### src/rtl/my_fsm_pkg.sv
// Shared constants for the 1011 serial pattern detector: state encoding and pattern.
package my_fsm_pkg;

    localparam int unsigned STATE_W   = 3;
    localparam int unsigned PATTERN_W = 4;

    typedef enum logic [STATE_W-1:0] {
        S_IDLE  = 3'd0,
        S_1     = 3'd1,
        S_10    = 3'd2,
        S_101   = 3'd3,
        S_MATCH = 3'd4
    } state_t;

    // First-received bit is the MSB.
    localparam logic [PATTERN_W-1:0] PATTERN = 4'b1011;

endpackage

### src/rtl/my_fsm_unit.sv
// Moore detector for the serial pattern 1011; out pulses one cycle per match.
// MY_FSM_OVERLAP_EN selects overlapping detection (default build: non-overlapping).
module my_fsm_unit
    import my_fsm_pkg::*;
(
    input  logic clock,
    input  logic reset,
    input  logic in,
    output logic out
);

    state_t state;
    state_t state_nxt;

    // State register; reset wins over any value on in.
    always_ff @(posedge clock) begin
        if (reset) begin
            state <= S_IDLE;
        end else begin
            state <= state_nxt;
        end
    end

    // Next-state decode: each progress state advances when in matches the next pattern bit.
    always_comb begin
        state_nxt = S_IDLE;
        case (state)
            S_IDLE:  state_nxt = (in == PATTERN[3]) ? S_1     : S_IDLE;
            S_1:     state_nxt = (in == PATTERN[2]) ? S_10    : S_1;
            S_10:    state_nxt = (in == PATTERN[1]) ? S_101   : S_IDLE;
            S_101:   state_nxt = (in == PATTERN[0]) ? S_MATCH : S_10;
`ifdef MY_FSM_OVERLAP_EN
            S_MATCH: state_nxt = in ? S_1 : S_10;
`else
            S_MATCH: state_nxt = in ? S_1 : S_IDLE;
`endif
            default: state_nxt = S_IDLE;
        endcase
    end

    assign out = (state == S_MATCH);

endmodule

### config.mk
export PLATFORM = sky130hd
export DESIGN_NAME = my_fsm_unit
export DESIGN_NICKNAME = d
export VERILOG_FILES = /design/src/rtl/my_fsm_pkg.sv /design/src/rtl/my_fsm_unit.sv
export SDC_FILE = /design/constraint.sdc
export NUM_CORES = 1
export LEC_CHECK = 0
export CORE_AREA = 2 2 39 41
export CTS_CLUSTER_SIZE = 20
export DETAILED_ROUTE_END_ITERATION = 12
export DIE_AREA = 0 0 41 43
export GPL_TIMING_DRIVEN = 0
export SKIP_CTS_REPAIR_TIMING = 1
export SLEW_MARGIN = 40
export SYNTH_ARGS = -nofsm -noshare
export SYNTH_HDL_FRONTEND = slang
export SYNTH_SLANG_ARGS = --single-unit
### constraint.sdc
create_clock -name clock -period 0.9 [get_ports clock]
set_input_delay 0.135 -clock clock [delete_from_list [all_inputs] [get_ports clock]]
set_output_delay 0.135 -clock clock [all_outputs]
set_load 0.03 [all_outputs]
==> impl_metrics.py <==
metrics = {
    "status": {
        "status": "finished with violations",
        "violations": "negative setup slack",
    },
    "cells_and_area": {
        "syn_to_final_growth_pct": 81.19,
        "top_regs": "state: 3 flops",
        "largest_reg_flops": 3,
        "layout_common_cells": "clkbuf_4 (3), nand2b_1 (2), clkdlybuf4s50_1 (2), dfxtp_2 (2)",
        "largest_register": "state",
        "antennaDiodeCount": 0,
        "final_util": 0.1655,
        "final_nets": 24,
        "final_common_cell": "clkbuf_4",
        "n_fill_cell": 161,
        "drive_gt1_frac": 0.6000,
    },
    "timing": {
        "worst_slew_pin_slew_ns": 0.1556,
        "rsz0062_at_grt": "true",
        "slew_violations": 0,
        "period_share": 1.156,
        "fmax_ghz": 0.9610,
        "setup_viol": 1,
        "fin_skew_ns": 0.002486,
        "slew_headroom": 0.8955,
        "setup_ws_ns": -0.1406,
        "final_hold_viol_count": 0,
        "final.setup.tns_ns": -0.1406,
        "fin_crit_ns": 1.041,
    },
    "clock_tree": {
        "clock_path_buffers": 2,
        "cts_sinks": 3,
        "clk_pin_slew_ns": 0.03,
        "worstSkewPairLatency_ns": 0.23,
        "cts_tree": "built",
        "numCtsBuffers": 3,
        "htree_num_levels": 1,
        "root_buffer": "clkbuf_4",
    },
    "die": {
        "core_um2": 1384,
        "start_util": 0.09132,
        "die_h_um": 43,
        "rows": 14,
        "pin_count": 4,
        "die_w_um": 41,
        "die-area_um2": 1763,
    },
    "power": {
        "leakage_uw": 0.00007861,
        "power.total_uw": 394.8,
        "p_per_area_nw_per_um2": 1724,
        "peakVddDrop_uv": 294.5,
    },
    "global_routing": {
        "grt_pass1_vias": 105,
        "grt_pass1_wl_um": 420,
        "grt_max_degree": 6,
        "antenna_found_initial": 0,
        "grt.overflow.total": 0,
        "gr-usage-all-layers": 0.04514,
    },
    "setup_path": {
        "crit_arrival_ns": 0.91,
        "crit_family": "flip-flops",
        "crit_buf_inv": 1,
        "criticalPathCategory": "reg2out",
        "end_kind": "primary output",
        "startpoint": "state[1]",
        "crit_path_max_incr_delay_ns": 0.34,
        "cp_cell_sequence": "nor3b_4, buf_6",
        "cp_max_fo": 4,
        "cp_slowest_cell": "dfxtp_2",
        "worstPathRequired_ns": 0.76,
        "worstReg2RegStart": "state[1]",
        "startpoint_type": "flip-flop",
    },
    "routing": {
        "drt_iter0_drc": 2,
        "wl_um": 255,
        "drt-vias-per-instance": 2.944,
        "via_count": 106,
        "drc_errors": 0,
        "wl_per_cell_um": 7.083,
        "drtPass1Iterations": 2,
        "ant_nets": 0,
    },
    "synth": {
        "synthAdderAreaFrac": 0.08911,
        "muxShareOfSynthArea": 0,
        "ys_ff_latch": 3,
        "ys_types": 9,
        "avgSynthCellArea_um2": 10.53,
        "syn_area_um2": 126.4,
        "seq_area_frac_synth": 0.4752,
        "synthSimpleGateAreaFrac": 0.3366,
        "synth_compound_area_frac": 0.09901,
        "synth_top_family_by_area": "simple AND/OR/NAND/NOR gates",
        "yosys.area_share.xor_xnor": 0,
        "syn_inst": 12,
        "yosysWarnings": 0,
        "syn_nets": 15,
    },
    "placed_design": {
        "place.gp.congestion": 0.5216,
        "preCtsSetupSlack_ns": -0.4812,
        "portBuffers": 3,
    },
    "flow_run": {
        "cap_violations": 0,
    },
    "min_path": {
        "hold_class": "reg2reg",
        "worstHoldStart": "state[1]",
    },
}
## synth_stat cells (all sizes together)
library cell / n / share of area
dfxtp: 3 / 0.48
nand2b: 2 / 0.099
a211oi: 1 / 0.099
maj3: 1 / 0.089
nand2: 1 / 0.030
nand3b: 1 / 0.059
nor2: 1 / 0.050
nor3: 1 / 0.040
nor3b: 1 / 0.059
## worst paths after layout
kind              cells after the start        to  slack [ns]
hold reg to reg                       2  state[2]        0.47
hold / removal                        2  state[2]        0.47
setup / recovery                      2       out       -0.14
setup reg to reg                      2  state[0]        0.12
## per-stage QoR
stage / hold slack [ns] / std cells / cell area, µm²
2_1_floorplan: 0.1996 / 12 / 137.6
3_3_place_gp: 0.4931 / 31 / 187.7
3_5_place_dp: 0.4955 / 31 / 187.7
4_1_cts: 0.4876 / 35 / 214.0
5_1_grt: 0.5052 / 36 / 229.0
6_report: 0.4707 / 36 / 229.0
## layer usage
| layer | global-route usage | routed length (µm) | up-vias |
|---|---|---|---|
| met2 | 0.03125 | 125 | 3 |
| met4 | 0.06000 | 0 | 0 |
| li1 | - | - | 59 |
| met3 | 0.04712 | 23 | 0 |
| met5 | 0 | 0 | - |
| met1 | 0.05449 | 106 | 44 |
## power breakdown
part | internal [µW] | switching (µW) | leakage, µW
logic | 14.7 | 7.25 | 0.0000376
registers | 136 | 7.02 | 0.0000261
clock network | 166 | 63.9 | 0.0000150
total | 317 | 78.2 | 0.0000786
## logic make-up (layout without fill, tap and decap cells)
kind of cell | Yosys count | in the layout
buffers and inverters | 0 | 8
and+or+nand+nor | 7 | 7
AOI/OAI and AO/OA | 1 | 1
adders and majority gates | 1 | 1
DFF | 3 | 3
## tightest hold or removal path, delay by kind of cell, from the launching register on
family | cells | cell delay [ns]
flops | 1 | 0.34
simple gates | 2 | 0.10
## final cells by class
type | instances | area, µm² | area share
repair buffers | 4 | 38.79 | 0.1694
multi-input cells | 9 | 77.57 | 0.3388
clock buffers | 4 | 26.28 | 0.1148
well taps | 16 | 20.02 | 0.08743
flip-flops and latches | 3 | 66.31 | 0.2896
(Power assumes the default switching activity.)
